File: src/rtl/m_ram_loader_pkg.sv
// m_ram_loader_pkg: shared types and constants for the SPRAM loader.
// Optional read-back verify is compiled in with M_RAM_LOADER_VERIFY_EN.
package m_ram_loader_pkg;

  localparam int ADRW_DEF = 17;
  localparam int LANE_W   = 2;

  typedef enum logic [2:0] {
    S_IDLE  = 3'd0,
    S_FILL  = 3'd1,
    S_WRITE = 3'd2,
    S_GAP   = 3'd3,
`ifdef M_RAM_LOADER_VERIFY_EN
    S_VERIFY = 3'd4,
`endif
    S_FIN   = 3'd5
  } state_t;

  // Expand a 4-bit byte-lane select into a 32-bit data mask.
  function automatic logic [31:0] lane_mask(input logic [3:0] sel);
    return {{8{sel[3]}}, {8{sel[2]}}, {8{sel[1]}}, {8{sel[0]}}};
  endfunction

endpackage

File: src/rtl/m_ram_loader_packer.sv
// m_byte_packer: packs bytes little-endian into a 32-bit word and tracks
// which byte lanes hold data. o_full flags that the byte being written
// lands in the top lane, so the word is complete after this edge.
module m_byte_packer
  import m_ram_loader_pkg::*;
(
  input  logic        i_clk,
  input  logic        i_rst,
  input  logic        i_clr,
  input  logic        i_wr,
  input  logic [7:0]  i_byte,
  output logic [31:0] o_data,
  output logic [3:0]  o_sel,
  output logic        o_full
);

  logic [LANE_W-1:0] r_lane;
  logic [31:0]       r_data;
  logic [3:0]        r_sel;

  // Lane counter, data word and lane selects; clear wins over a write.
  always_ff @(posedge i_clk or posedge i_rst) begin
    if (i_rst) begin
      r_lane <= '0;
      r_data <= '0;
      r_sel  <= '0;
    end else if (i_clr) begin
      r_lane <= '0;
      r_data <= '0;
      r_sel  <= '0;
    end else if (i_wr) begin
      r_data[{r_lane, 3'b000} +: 8] <= i_byte;
      r_sel[r_lane]                 <= 1'b1;
      r_lane                        <= r_lane + 1'b1;
    end
  end

  assign o_data = r_data;
  assign o_sel  = r_sel;
  assign o_full = i_wr & (&r_lane);

endmodule

File: src/rtl/m_ram_loader.sv
// m_ram_loader: Wishbone-classic initiator that streams bytes into RAM as
// single-beat 32-bit writes. Defining M_RAM_LOADER_VERIFY_EN adds a
// read-back of every written word that sets the sticky err flag on any
// mismatch in the selected lanes.
module m_ram_loader
  import m_ram_loader_pkg::*;
#(
  parameter int ADRW = ADRW_DEF
) (
  input  logic            CLK_I,
  input  logic            RST_I,
  input  logic            start,
  input  logic [ADRW-1:0] base,
  input  logic [ADRW:0]   nbytes,
  input  logic            byte_valid,
  input  logic [7:0]      byte_data,
  output logic            byte_ready,
  output logic            STB_O,
  output logic            WE_O,
  output logic [3:0]      SEL_O,
  output logic [ADRW-1:0] ADR_O,
  output logic [31:0]     DAT_O,
  input  logic [31:0]     DAT_I,
  input  logic            ACK_I,
  output logic            busy,
  output logic            done,
  output logic            err
);

  state_t          r_state;
  logic            r_stb;
  logic            r_we;
  logic [ADRW-1:0] r_adr;
  logic [ADRW:0]   r_rem;
  logic            r_rdy;
  logic            r_busy;
  logic            r_done;
  logic            r_vph;   // set while the current word is in its read-back phase

  logic            w_acc;
  logic            w_full;
  logic            w_last;
  logic            w_adv;
  logic            w_clr;
  logic [31:0]     w_dat;
  logic [3:0]      w_sel;
  logic            w_unused;

  assign w_acc  = byte_valid & r_rdy;
  assign w_last = (r_rem == {{ADRW{1'b0}}, 1'b1});

`ifdef M_RAM_LOADER_VERIFY_EN
  logic r_err;
  logic w_mis;

  // A GAP only advances once the word has also been read back.
  assign w_adv    = (r_state == S_GAP) & r_vph;
  assign w_mis    = |((DAT_I ^ w_dat) & lane_mask(w_sel));
  assign err      = r_err;
  assign w_unused = ^base[1:0];
`else
  assign w_adv    = (r_state == S_GAP);
  assign err      = 1'b0;
  assign w_unused = ^{DAT_I, base[1:0]};
`endif

  // Packer is cleared when a load is accepted and after each finished word.
  assign w_clr = (((r_state == S_IDLE) || (r_state == S_FIN)) & start) | w_adv;

  m_byte_packer u_packer (
    .i_clk  (CLK_I),
    .i_rst  (RST_I),
    .i_clr  (w_clr),
    .i_wr   (w_acc),
    .i_byte (byte_data),
    .o_data (w_dat),
    .o_sel  (w_sel),
    .o_full (w_full)
  );

  // Loader FSM; all bus and handshake outputs are registered here.
  always_ff @(posedge CLK_I or posedge RST_I) begin
    if (RST_I) begin
      r_state <= S_IDLE;
      r_stb   <= 1'b0;
      r_we    <= 1'b0;
      r_adr   <= '0;
      r_rem   <= '0;
      r_rdy   <= 1'b0;
      r_busy  <= 1'b0;
      r_done  <= 1'b0;
      r_vph   <= 1'b0;
`ifdef M_RAM_LOADER_VERIFY_EN
      r_err   <= 1'b0;
`endif
    end else begin
      r_done <= 1'b0;
      case (r_state)
        // FIN behaves like IDLE for an incoming start so a start coincident
        // with done is not lost.
        S_IDLE, S_FIN: begin
          if (start) begin
            r_adr  <= {base[ADRW-1:2], 2'b00};
            r_rem  <= nbytes;
            r_busy <= 1'b1;
            r_vph  <= 1'b0;
`ifdef M_RAM_LOADER_VERIFY_EN
            r_err  <= 1'b0;
`endif
            if (nbytes == '0) begin
              r_state <= S_FIN;
              r_done  <= 1'b1;
            end else begin
              r_state <= S_FILL;
              r_rdy   <= 1'b1;
            end
          end else begin
            r_state <= S_IDLE;
            r_busy  <= 1'b0;
          end
        end
        S_FILL: begin
          if (w_acc) begin
            r_rem <= r_rem - 1'b1;
            if (w_full || w_last) begin
              r_state <= S_WRITE;
              r_rdy   <= 1'b0;
              r_stb   <= 1'b1;
              r_we    <= 1'b1;
            end
          end
        end
        S_WRITE: begin
          if (ACK_I) begin
            r_stb   <= 1'b0;
            r_we    <= 1'b0;
            r_state <= S_GAP;
          end
        end
        S_GAP: begin
          if (w_adv) begin
            r_adr <= r_adr + ADRW'(4);
            r_vph <= 1'b0;
            if (r_rem != '0) begin
              r_state <= S_FILL;
              r_rdy   <= 1'b1;
            end else begin
              r_state <= S_FIN;
              r_done  <= 1'b1;
            end
          end
`ifdef M_RAM_LOADER_VERIFY_EN
          else begin
            r_state <= S_VERIFY;
            r_stb   <= 1'b1;
            r_we    <= 1'b0;
            r_vph   <= 1'b1;
          end
`endif
        end
`ifdef M_RAM_LOADER_VERIFY_EN
        S_VERIFY: begin
          if (ACK_I) begin
            if (w_mis) r_err <= 1'b1;
            r_stb   <= 1'b0;
            r_state <= S_GAP;
          end
        end
`endif
        default: begin
          r_state <= S_IDLE;
          r_stb   <= 1'b0;
          r_we    <= 1'b0;
          r_rdy   <= 1'b0;
          r_busy  <= 1'b0;
        end
      endcase
    end
  end

  assign STB_O      = r_stb;
  assign WE_O       = r_we;
  assign ADR_O      = r_adr;
  assign DAT_O      = w_dat;
  assign SEL_O      = w_sel;
  assign byte_ready = r_rdy;
  assign busy       = r_busy;
  assign done       = r_done;

endmodule

File: config.mk
export PLATFORM = sky130hd
export DESIGN_NAME = m_ram_loader
export DESIGN_NICKNAME = d
export VERILOG_FILES = /design/src/rtl/m_ram_loader_pkg.sv /design/src/rtl/m_ram_loader_packer.sv /design/src/rtl/m_ram_loader.sv
export SDC_FILE = /design/constraint.sdc
export NUM_CORES = 1
export LEC_CHECK = 0
export BUFFER_PORTS_ARGS = -buffer_cell sky130_fd_sc_hd__buf_2
export CORE_AREA = 5 5 126 128
export DETAILED_ROUTE_END_ITERATION = 10
export DIE_AREA = 0 0 131 133
export SLEW_MARGIN = 0
export SYNTH_ARGS = -nofsm -noshare
export SYNTH_HDL_FRONTEND = slang
export SYNTH_HIERARCHICAL = 1
export SYNTH_SLANG_ARGS = --single-unit
export TNS_END_PERCENT = 100
File: constraint.sdc
create_clock -name CLK_I -period 2.53 [get_ports CLK_I]
set_input_delay 0.253 -clock CLK_I [delete_from_list [all_inputs] [get_ports CLK_I]]
set_output_delay 0.253 -clock CLK_I [all_outputs]
set_load 0.05 [all_outputs]
Word level (Yosys, flattened, before mapping)

Cells that the tools add are included.

Bits in registers: 80
Latch bits: 0
Bits in writable memories: 0
Memory bits (read-only): 0
Input port bits: 80
Output and inout bits: 59
Word-level logic and storage cells: 91
Memories: 0

Add/sub/neg operators: 4
Multipliers: 0
Divide/modulo/power cells: 0
Order comparisons: 2
Eq/ne operators: 11
Shift operators: 2
Multiplexer cells: 37
Bitwise operators: 7
Reduce and logical (&&, ||, !) cells: 18

Operators by type and width:

| kind                     | count |
|---|---|
| $mux W32                 | 2 |
| $mux W18                 | 2 |
| $pmux W18 S2             | 1 |
| $pmux W17 S2             | 1 |
| $bwmux W32               | 1 |
| $shift A8 B7 Y32 const A | 1 |
| $shiftx A8 B7 Y32        | 1 |
| $eq A18 B1 Y1 const B    | 1 |
| $logic_not A18 Y1        | 1 |
| $mux W3                  | 6 |
| $reduce_bool A18 Y1      | 1 |
| $sub A18 B1 Y18 const B  | 1 |
| $add A17 B3 Y17 const B  | 1 |
| $mux W17                 | 1 |
| $mux W1                  | 13 |
| $pmux W3 S4              | 1 |
| $mux W4                  | 2 |
| $ne A2 B2 Y1 const B     | 4 |
| $neg A5 Y7               | 1 |
| $eq A3 B2 Y1 const B     | 2 |
| $reduce_and A3 Y1        | 2 |
| $reduce_and A6 Y1        | 1 |
| $reduce_bool A2 Y1       | 3 |
| $reduce_or A3 Y1         | 2 |
| 21 further kinds         | 29 |

Depth between registers and ports, before layout

Word-level depth: 7
Gate-level depth with buffers: 9
Depth with buffers taken out: 7

Cells and area by module

Netlist, hierarchy kept.

Modules (own cells, without submodules):

| module        | times used | cells an instance | area each (sq um) | seq. area each (sq um) |
|---|---|---|---|---|
| m_ram_loader  | 1          | 305               | 2543.7            | 1001.0 |
| m_byte_packer | 1          | 140               | 1775.5            | 950.9 |

Worst setup path after synthesis

OpenSTA, ideal clock, no wires.

Path type: register to register
Start: reg r_rem[0]
End: reg r_rdy, in the netlist byte_ready
Setup time: 125 ps
Arrival time: 2352 ps
Data required time: 2405 ps
Setup slack: 52 ps
Stages on the path, launching flop included: 9
Buffers on the path: 1
Clock period less this slack: 2478 ps
Cells stage by stage: dfrtp_1 -> inv_1 -> ha_1 -> or4b_4 -> nand2b_4 -> buf_6 -> or4_4 -> nor4b_4 -> mux2_4

Longest elaborated chain between the ends: 4
Elaborated cells between the ends (all ways): 6
Classes of those cells: eq/ne (3); reduce/logical (3)

RTL lines:

| item                            | RTL line            | source |
|---|---|---|
| start: declaration              | m_ram_loader.sv:34  | `logic [ADRW:0] r_rem;` |
| start signal: assignment        | m_ram_loader.sv:104 | `r_rem <= nbytes;` |
| start signal: assignment        | m_ram_loader.sv:124 | `r_rem <= r_rem - 1'b1;` |
| $eq A18 B1 Y1                   | m_ram_loader.sv:50  | `assign w_last = (r_rem == {{ADRW{1'b0}}, 1'b1});` |
| $logic_or A1 B1 Y1              | m_ram_loader.sv:125 | `if (w_full \|\| w_last) begin` |
| $ne A2 B2 Y1 (no line)          | -                   |  |
| $reduce_and A6 Y1 (no line) (*) | -                   |  |
| end signal: assignment          | m_ram_loader.sv:115 | `r_rdy <= 1'b1;` |
| end signal: assignment          | m_ram_loader.sv:127 | `r_rdy <= 1'b0;` |
| end signal: assignment          | m_ram_loader.sv:146 | `r_rdy <= 1'b1;` |
| end: declaration                | m_ram_loader.sv:35  | `logic r_rdy;` |

Every way passes the cells marked *; elsewhere a longest branch is shown, timed or not.
A chain may end at the register's enable or synchronous reset.

Worst setup path in the final report

Same ends and word-level chain as after synthesis.

==> flow_summary.toml <==
[outcome]
outcome = "finished clean"

[synth]
synth_async_sr_flop_share_pct = 100
synthAdderAreaFrac_pct = 3.19
synth.largest_area_cell = "sky130_fd_sc_hd__dfrtp_1"
synth_top_family_by_area = "compound AO/OA/AOI/OAI gates"
yosysWarningCount = 6
postSynth.topFlopCell = "sky130_fd_sc_hd__dfrtp_1"
synth_enable_flop_cells = 0
yosysSeqAreaShare_pct = 45.2
synthDistinctLibCells = 61
synthMuxAreaShare_pct = 0.579
synthXorXnorAreaFrac_pct = 0.406
synthesis.area_sq_um = 4320
synth_top_cells_by_area = "sky130_fd_sc_hd__dfrtp_1, sky130_fd_sc_hd__a32o_1, sky130_fd_sc_hd__a21oi_1"
synthDominantCellAreaShare_pct = 45.2
ys_ff_latch = 78
synth-compound-area-share_pct = 25.6
synth_simple_gate_area_share_pct = 19.6
syn-mean-instance-area_sq_um = 9.71
synthesis.instances = 445

[global_routing]
number_of_global_route_vias_before_repair = 3843
busiest_layer = "met2"
global_route.usage.total_pct = 14.2
grt_use_met2_pct = 22.1
overflow = 0
grt_max_degree = 41
use_met3_pct = 3.15
wire_length_of_the_first_global_routing_pass_um = 19700
antenna_found_initial = 0
global_route.usage.met1_pct = 18.6

[timing]
hold_viol_final = 0
final_worst_path_period_share_pct = 95.6
fin_worst_skew_ns = 0.00697
fin_tns_setup_ns = 0
setup_viol = 0
max-slew-margin-rel_pct = 52.1
rsz0062_at_grt = "false"
worst_pin_slew_ns = 0.716
period_needed_ns = 2.42
fmax_ghz = 0.414
maxSlewViolCount = 0

[placement]
dp_hpwl_um = 8900
gpl.final_weighted_congestion = 0.825
place.port_buffers = 101
placed_cells = 722

[layout]
final_layout_size_suffix_gt1_share_pct = 30.4
area_growth_syn_to_layout_pct = 24.0
mostFrequentLayoutCell = "sky130_fd_sc_hd__buf_2"
final_nets = 636
n_antenna_cell = 0
stdcell_count = 738
most_frequent_cells_in_the_layout = "sky130_fd_sc_hd__buf_2, sky130_fd_sc_hd__dfrtp_1, sky130_fd_sc_hd__a21oi_1, sky130_fd_sc_hd__nand2_1, sky130_fd_sc_hd__nor2_1"

[power_and_ir_drop]
power_frac_comb_pct = 49.2
power_frac_seq_pct = 30.5
power.ir.vdd_worst_mv = 0.514
power.leakage_nw = 2.42
clock_power_share_pct = 20.3
cell_internal_pwr_mw = 3.51
power.switching_mw = 3.17
power.density_cell_area_nw_per_um2 = 1250
swShare_pct = 47.5

[clock_network]
cts.path.max_buffers = 2
cts_tree = "yes"
cts_post_setup_buffers_inserted = 0
clk_transition_reported_paths_ns = 0.06
clock-sinks = 78
clockRootBuffer = "sky130_fd_sc_hd__clkbuf_16"
worst_skew_pair_later_pin_latency_ns = 0.34
cts-hold-fix-buffers = 0
ctsHtreeMaxLevel = 3
cts_buffers = 9
postCtsResizedCells = 0

[routing]
final_antenna_net_count = 0
first_iter_violations = 270
routed_via_density = 5.33
detail_route.first_pass.iterations = 5
totalWireLength_um = 12300
drc = 0
routed-via-count = 3935
wl_per_cell_um = 16.7

[worst_hold_path]
holdCritPathClass = "in2async"

[die]
die_y_um = 133
boundaryPins = 139
dieWidth_um = 131
core.rowCount = 45
die_outline_area_sq_um = 17400
initial_core_utilization_pct = 29.3
core-area_sq_um = 14800

[setup_path]
worst-endpoint-arrival_ns = 2.65
cp_cell_sequence = "inv_1 -> ha_1 -> or4b_4 -> nand2b_4 -> or4_4 -> nor4b_4 -> mux2_4"
critPathMaxStageDelay_ns = 0.50
reg2reg_from = "r_rem[0]"
crit_path_start = "r_rem[0]"
timing.setup.critical_path_class = "reg2reg"
crit-reg2reg-capture = "byte_ready"
timing.critical_path.slowest_stage_cell = "sky130_fd_sc_hd__or4b_4"
critical_path.startpoint_type = "register"
required_ns = 2.76
reg2reg_depth = 7
critical_path.max_fanout = 5
rrSetupSlack_ns = 0.11
timing.critical_path.to_type = "register"
worstSetupEndpoint = "byte_ready"

[job]
max_cap_viol_count = 0
[worst min-delay path by stage]
| stage | from | to | cells after the start |
|---|---|---|---|
| after CTS | RST_I | u_packer/o_sel[2] | 3 |
| final | RST_I | u_packer/o_data[10] | 3 |
| after detailed placement | RST_I | u_packer/o_data[10] | 3 |
| after global routing | RST_I | u_packer/o_data[10] | 3 |
| after global placement | RST_I | u_packer/o_data[10] | 3 |
| after floorplan | base[12] | ADR_O[12] | 2 |
[worst max-delay path, delay by kind of cell, from the launching register on]
family	cells	cell delay [ns]
multiplexers	1	0.30
buffers and inverters	1	0.10
adder cells (fa/ha/maj)	1	0.16
flip-flops	1	0.41
AND/OR/NAND/NOR	4	1.32
[layout make-up]
cell class | count | area [sq um]
Fill cell | 1521 | 9400
Timing Repair Buffer | 120 | 648
Tap cell | 188 | 235
Inverter | 17 | 63.8
Clock inverter | 5 | 57.6
Sequential cell | 78 | 1950
Clock buffer | 11 | 253
Multi-Input combinational cell | 319 | 2150
[synthesized netlist by cell type, drive strengths merged (3+ instances only)]
master and n:
a21oi 41, a22oi 3, a32o 24, and2 4, and2b 8, and3 4
buf 18, clkbuf 15, dfrtp 78, ha 11, inv 17, nand2 36
nand2b 6, nand3 13, nand3b 3, nand4 3, nor2 34, nor2b 3
nor3 16, nor3b 3, nor4 10, o211ai 5, o21ai 29, o2bb2ai 5
o31a 3, o31ai 6, o32ai 13, or2 3
[cells by family (layout without fill, tap and decap cells)]
group | count (synthesis) | in the layout
AOI/OAI and AO/OA | 147 | 147
xor gates and xnor gates | 2 | 2
adders and majority gates | 11 | 11
buffers and inverters | 50 | 153
DFF | 78 | 78
muxes | 2 | 2
other | 1 | 3
and+or+nand+nor | 154 | 154
[sequential cells by signal, summed over array words and instances (netlist names)]
signal,cells
u_packer/o_sel,4
ADR_O,15
WE_O,1
done,1
byte_ready,1
busy,1
r_state,3
u_packer/o_data,32
r_rem,18
u_packer/r_lane,2
[metal layers]
layer  wire, um  up-vias
met5          0        -
met4        335        0
met3        744       19
met2       5830      111
met1       5380     1942
li1           -     1863
[metrics by stage]
stage | hold slack [ns] | worst slack [ns] | util, % | cell area (sq um) | power [mW]
4_1_cts | 0.0448 | 0.110 | 36.3 | 5360 | 6.75
2_1_floorplan | 0.386 | 0.0525 | - | 4330 | 4.48
3_3_place_gp | 0.406 | 0.163 | 34.2 | 5050 | 5.24
6_report | 0.0312 | 0.112 | 36.3 | 5360 | 6.68
5_1_grt | 0.0815 | 0.0339 | 36.3 | 5360 | 7.14
3_5_place_dp | 0.419 | 0.123 | 34.2 | 5050 | 5.36
[power by group through the flow]
stage                     registers (mW)  clock network (mW)  logic (mW)
after floorplan                     2.66                   0        1.83
after global placement              2.02                   0        3.21
after detailed placement            2.05                   0        3.31
after CTS                           2.03                1.40        3.32
after global routing                2.10                1.45        3.60
final                               2.03                1.35        3.29
Power figures use the tool's default switching activity.
